==> config.mk <==
export PLATFORM = sky130hd
export DESIGN_NAME = pc_sequencer
export DESIGN_NICKNAME = d
export VERILOG_FILES = /design/src/rtl/pc_sequencer.sv
export SDC_FILE = /design/constraint.sdc
export NUM_CORES = 1
export LEC_CHECK = 0
export CORE_MARGIN = 2
export CORE_UTILIZATION = 43
export CTS_CLUSTER_SIZE = 30
export DETAILED_ROUTE_END_ITERATION = 8
export GPL_TIMING_DRIVEN = 0
export PLACE_DENSITY = 0.82
export SLEW_MARGIN = 20
export SYNTH_ARGS = -nofsm -noshare
export SYNTH_HDL_FRONTEND = slang
export SYNTH_SLANG_ARGS = --single-unit
==> constraint.sdc <==
create_clock -name CLK -period 2 [get_ports CLK]
set_input_delay 0.3 -clock CLK [delete_from_list [all_inputs] [get_ports CLK]]
set_output_delay 0.3 -clock CLK [all_outputs]
set_load 0.005 [all_outputs]
==> src/rtl/pc_sequencer.sv <==
// pc_sequencer
//
// Purpose:
//   Program-counter sequencer for the toy processor. Drives the 8-bit lab
//   counter (Count_in/Load/count/Clr) so it walks through instruction
//   addresses in a fetch/execute rhythm. Supports jumps, halts, end-of-program
//   detection, single-step debugging and counts retired instructions.
//
// Ports:
//   CLK        system clock, rising edge
//   Reset      asynchronous active-low reset
//   Start      level, begins a run from address 0 when in IDLE or HALT
//   Stop       level, halt at the next instruction boundary
//   Step_mode  level, 1 = pause after every instruction
//   Step       level, releases one instruction while in PAUSE
//   Jmp_req    decoder jump request, sampled in EXEC
//   Jmp_addr   jump target, sampled with Jmp_req
//   Halt_req   decoder HALT opcode, sampled in EXEC
//   Count_out  current counter value (instruction address)
//   Count_in   registered jump target for the counter load
//   Load       counter parallel-load strobe
//   count      counter increment strobe
//   Clr        counter synchronous clear
//   Fetch      instruction-memory read strobe
//   Phase      state encoding
//   Busy       1 in every state except IDLE and HALT
//   Halted     1 in HALT
//   Instr_cnt  retired instructions since the last Start, saturating
//
// state | meaning
// ------+-----------------------------------------------------------
// IDLE  | after reset, waiting for Start
// CLEAR | clear counter, retire count and pending stop
// FETCH | instruction-memory read
// EXEC  | retire instruction, choose halt / jump / increment
// LOAD  | counter loads the registered jump target
// PAUSE | single-step wait between instructions
// HALT  | stopped, waiting for Start

module pc_sequencer #(
    parameter logic [7:0] LAST_ADDR = 8'hFF,
    parameter int         CNT_W     = 16
) (
    input  logic             CLK,
    input  logic             Reset,
    input  logic             Start,
    input  logic             Stop,
    input  logic             Step_mode,
    input  logic             Step,
    input  logic             Jmp_req,
    input  logic [7:0]       Jmp_addr,
    input  logic             Halt_req,
    input  logic [7:0]       Count_out,
    output logic [7:0]       Count_in,
    output logic             Load,
    output logic             count,
    output logic             Clr,
    output logic             Fetch,
    output logic [2:0]       Phase,
    output logic             Busy,
    output logic             Halted,
    output logic [CNT_W-1:0] Instr_cnt
);

    localparam logic [2:0] S_IDLE  = 3'd0;
    localparam logic [2:0] S_CLEAR = 3'd1;
    localparam logic [2:0] S_FETCH = 3'd2;
    localparam logic [2:0] S_EXEC  = 3'd3;
    localparam logic [2:0] S_LOAD  = 3'd4;
    localparam logic [2:0] S_PAUSE = 3'd5;
    localparam logic [2:0] S_HALT  = 3'd6;

    logic [2:0] state;
    logic [2:0] state_nxt;
    logic       stop_pend;
    logic       halt_hit;
    logic       at_last;

    // Halt has priority over a jump in the same EXEC.
    assign halt_hit = Halt_req | Stop | stop_pend;
    assign at_last  = (Count_out == LAST_ADDR);

    always_comb begin
        state_nxt = state;
        case (state)
            S_IDLE:  if (Start) state_nxt = S_CLEAR;
            S_CLEAR: state_nxt = S_FETCH;
            S_FETCH: state_nxt = S_EXEC;
            S_EXEC: begin
                if (halt_hit)
                    state_nxt = S_HALT;
                else if (Jmp_req)
                    state_nxt = S_LOAD;
                else if (at_last)
                    state_nxt = S_HALT;
                else if (Step_mode)
                    state_nxt = S_PAUSE;
                else
                    state_nxt = S_FETCH;
            end
            S_LOAD:  state_nxt = Step_mode ? S_PAUSE : S_FETCH;
            S_PAUSE: begin
                if (Stop)
                    state_nxt = S_HALT;
                else if (Step || !Step_mode)
                    state_nxt = S_FETCH;
            end
            S_HALT:  if (Start) state_nxt = S_CLEAR;
            default: state_nxt = S_IDLE;
        endcase
    end

    assign Phase  = state;
    assign Clr    = (state == S_CLEAR);
    assign Fetch  = (state == S_FETCH);
    assign Load   = (state == S_LOAD);
    assign Halted = (state == S_HALT);
    assign Busy   = (state != S_IDLE) && (state != S_HALT);

    // Only Mealy output: increment only on a plain sequential retire, so the
    // counter never wraps past LAST_ADDR under our control.
    assign count  = (state == S_EXEC) && !halt_hit && !Jmp_req && !at_last;

    always_ff @(posedge CLK or negedge Reset) begin
        if (!Reset) begin
            state     <= S_IDLE;
            stop_pend <= 1'b0;
            Count_in  <= 8'h00;
            Instr_cnt <= '0;
        end else begin
            state <= state_nxt;
            case (state)
                S_CLEAR: begin
                    Instr_cnt <= '0;
                    // A Stop seen while clearing still has to take effect.
                    stop_pend <= Stop;
                end
                S_FETCH, S_LOAD: begin
                    if (Stop)
                        stop_pend <= 1'b1;
                end
                S_EXEC: begin
                    if (Instr_cnt != '1)
                        Instr_cnt <= Instr_cnt + CNT_W'(1);
                    if (!halt_hit && Jmp_req)
                        Count_in <= Jmp_addr;
                end
                default: ;
            endcase
        end
    end

endmodule

==> results.py <==
metrics = {
    "route": {
        "ant_nets": 0,
        "vias_per_cell": 5.73,
        "first_pass_iters": 4,
        "wl_per_cell_um": 14.5,
        "num_vias": 1587,
        "drtIter0Drc": 172,
        "drc": 0,
        "drt_wl_total_mm": 4.03,
    },
    "run_status": {
        "outcome": "completed",
    },
    "synthesis": {
        "avgSynthCellArea_um2": 9.65,
        "yosysSeqAreaShare": 0.448,
        "yosysMostFrequentCell": "dfrtp_1",
        "synthArstFlopShare": 1.00,
        "synth_edf_count": 0,
        "ys_warn_count": 0,
        "syn_area_um2": 1560,
        "synth_area_leaders": "dfrtp_1, mux2_2, nand4_1, o21ai_0, nand2_1",
        "yosys_register_bits": 28,
        "synthFlopType": "dfrtp_1",
        "synthCells": 162,
        "yosysTopAreaCellShare": 0.448,
        "synth_top_cell_by_area": "dfrtp_1",
        "ys_top_cells_by_count": "dfrtp_1, nand2_1, o21ai_0, nand4_1",
        "synth_nets": 187,
        "ys_types": 39,
    },
    "pwr": {
        "p_switching_w": 0.000732,
        "power_frac_seq": 0.348,
        "irDropWorstVdd_v": 0.000773,
        "leakagePower_nw": 0.991,
        "internal_power_w": 0.00149,
        "pwr-share-clk": 0.171,
        "power_w": 0.00222,
        "powerDensity_nw_per_um2": 948,
        "swShare": 0.329,
        "combPwrFrac": 0.481,
    },
    "timing": {
        "finClkSkew_ns": 0.0141,
        "slew_violations": 0,
        "fin_crit_sh": 0.956,
        "fmax_ghz": 0.523,
        "period_needed_ns": 1.91,
        "setup_viol": 0,
        "maxSlewHeadroom": 0.579,
        "worst_pin_slew_ns": 0.631,
        "rsz0062_at_grt": "false",
        "final_hold_viol_count": 0,
    },
    "worst_setup_path": {
        "path_class": "reg2out",
        "endpoint_kind": "primary output",
        "critPathRequiredTime_ns": 1.70,
        "crit_fanout": 3,
        "arrival_ns": 1.61,
        "crit_path_start_kind": "register",
    },
    "global_routing": {
        "grt_pass1_wl_mm": 6.73,
        "grt_antenna_before_repair": 0,
        "grt_max_degree": 29,
        "grt_pass1_vias": 1453,
        "grt_overflow": 0,
        "track_usage": 0.202,
    },
    "finish": {
        "n_antenna_cell": 0,
        "area_growth_pct": 49.9,
        "nNetsFinal": 257,
        "fin_util": 0.686,
        "post_route_cells_drive_above_1_share": 0.173,
    },
    "clock_network": {
        "clkLatencyLatePin_ns": 0.34,
        "cts_tree": "built",
        "cts-root-buf": "clkbuf_4",
        "numCtsBuffers": 3,
        "cts_sinks": 28,
        "clockBufferDepth": 2,
        "htreeDepth": 1,
        "clk_pin_slew_ns": 0.17,
    },
    "job": {
        "maxCapViolCount": 0,
    },
    "die": {
        "die_h_um": 64.3,
        "ios": 57,
        "fp.dieW_um": 64.3,
        "initial_core_util": 0.458,
        "core_area_um2": 3420,
        "dieArea_um2": 4140,
        "std_cell_rows": 21,
    },
    "worst_hold_path": {
        "hp-class": "in2async",
    },
    "placed_design": {
        "gp_congestion": 0.920,
        "portBuffers": 56,
        "hpwl_mm": 2.86,
    },
}
==> flip-flops by register name (all words and copies together) (netlist names) <==
name       flops
Count_in       8
Instr_cnt     16
Phase          3
stop_pend      1
==> worst max-delay path, stage by stage, from the launching register on <==
cell and delay (ns):
dfrtp_2 0.46, or3b_4 0.43, inv_2 0.07, buf_6 0.10, dlygate4sd2_1 0.22
==> power groups by stage <==
stage	Combinational, W	Clock, W	Sequential (W)
floorplan	0.000431	0	0.000782
global placement	0.000848	0	0.000800
detailed placement	0.000861	0	0.000808
CTS	0.00107	0.000378	0.000764
global route	0.00116	0.000405	0.000786
finish	0.00107	0.000380	0.000773
==> area by class of cell <==
cell class                      instances  area (um2)
Tap cell                               46        57.6
Clock buffer                            3        22.5
Fill cell                             284        1070
Multi-Input combinational cell        122         836
Sequential cell                        28         706
Buffer                                  5        45.0
Clock inverter                          1        30.0
Inverter                                6        22.5
Timing Repair Buffer                   66         626
==> stage by stage <==
stage	setup TNS (ns)	cells	instance area [um2]	hold WS, ns	worst slack (ns)
after floorplan	0	162	1560	0.00441	0.363
after global routing	0	277	2340	0.529	0.0191
after detailed placement	-0.981	264	2180	0.346	-0.367
final	0	277	2340	0.487	0.0877
after global placement	-0.922	264	2180	0.488	-0.362
after CTS	0	277	2340	0.508	0.00762
==> final timing paths <==
check	startpoint	end	slack (ns)	depth (start not counted)
max	Phase[1]	Clr	0.09	4
min reg2reg	Count_in[3]	Count_in[3]	0.53	1
min	Reset	Phase[1]	0.49	2
min in group CLK	Count_in[3]	Count_in[3]	0.53	1
max reg2reg	Instr_cnt[0]	Instr_cnt[12]	0.15	5
max in group asynchronous	Reset	Phase[2]	1.06	2
==> repair_timing <==
action	4_1_cts	5_1_grt
buffers inserted	9	0
resized for setup	21	5
pin swaps	2	0
hold endpoints to repair	28	0
hold buffers	1	0
endpoints found under the setup margin	6	3
==> kinds of logic after synthesis <==
| logic type | after synthesis | share of synthesized area |
|---|---|---|
| XOR/XNOR | 1 | 0.00560 |
| AND/OR/NAND/NOR | 72 | 0.280 |
| buffers and inverters | 12 | 0.0304 |
| flip-flops | 28 | 0.448 |
| adder cells (fa/ha/maj) | 1 | 0.00800 |
| multiplexers | 11 | 0.0768 |
| AO/OA/AOI/OAI | 37 | 0.151 |
==> routing by layer <==
layer / routed length (um) / up-vias / part of all wire / GRT usage
met4: 26 / 0 / 0.0065 / 0.0213
met3: 233 / 4 / 0.058 / 0.0387
li1: - / 763 / - / -
met1: 1740 / 755 / 0.43 / 0.264
met2: 2030 / 65 / 0.50 / 0.357
met5: 0 / - / 0 / 0
==> cell usage in the layout, fill, tap and decap left out, types with 4 or more instances in the layout <==
master,synthesis,final
nand4_1,9,9
clkdlybuf4s50_1,0,49
or3_1,6,6
inv_1,6,5
nand2_1,12,12
nand3_1,5,5
dfrtp_1,28,24
o21ai_0,10,10
clkbuf_4,0,5
nor2_1,6,6
mux2_2,8,8
nor3_1,8,6
buf_4,0,9
dlygate4sd2_1,0,4
o31ai_1,6,6
dfrtp_2,0,4
a21oi_1,8,8
Power figures use the tool's default switching activity.
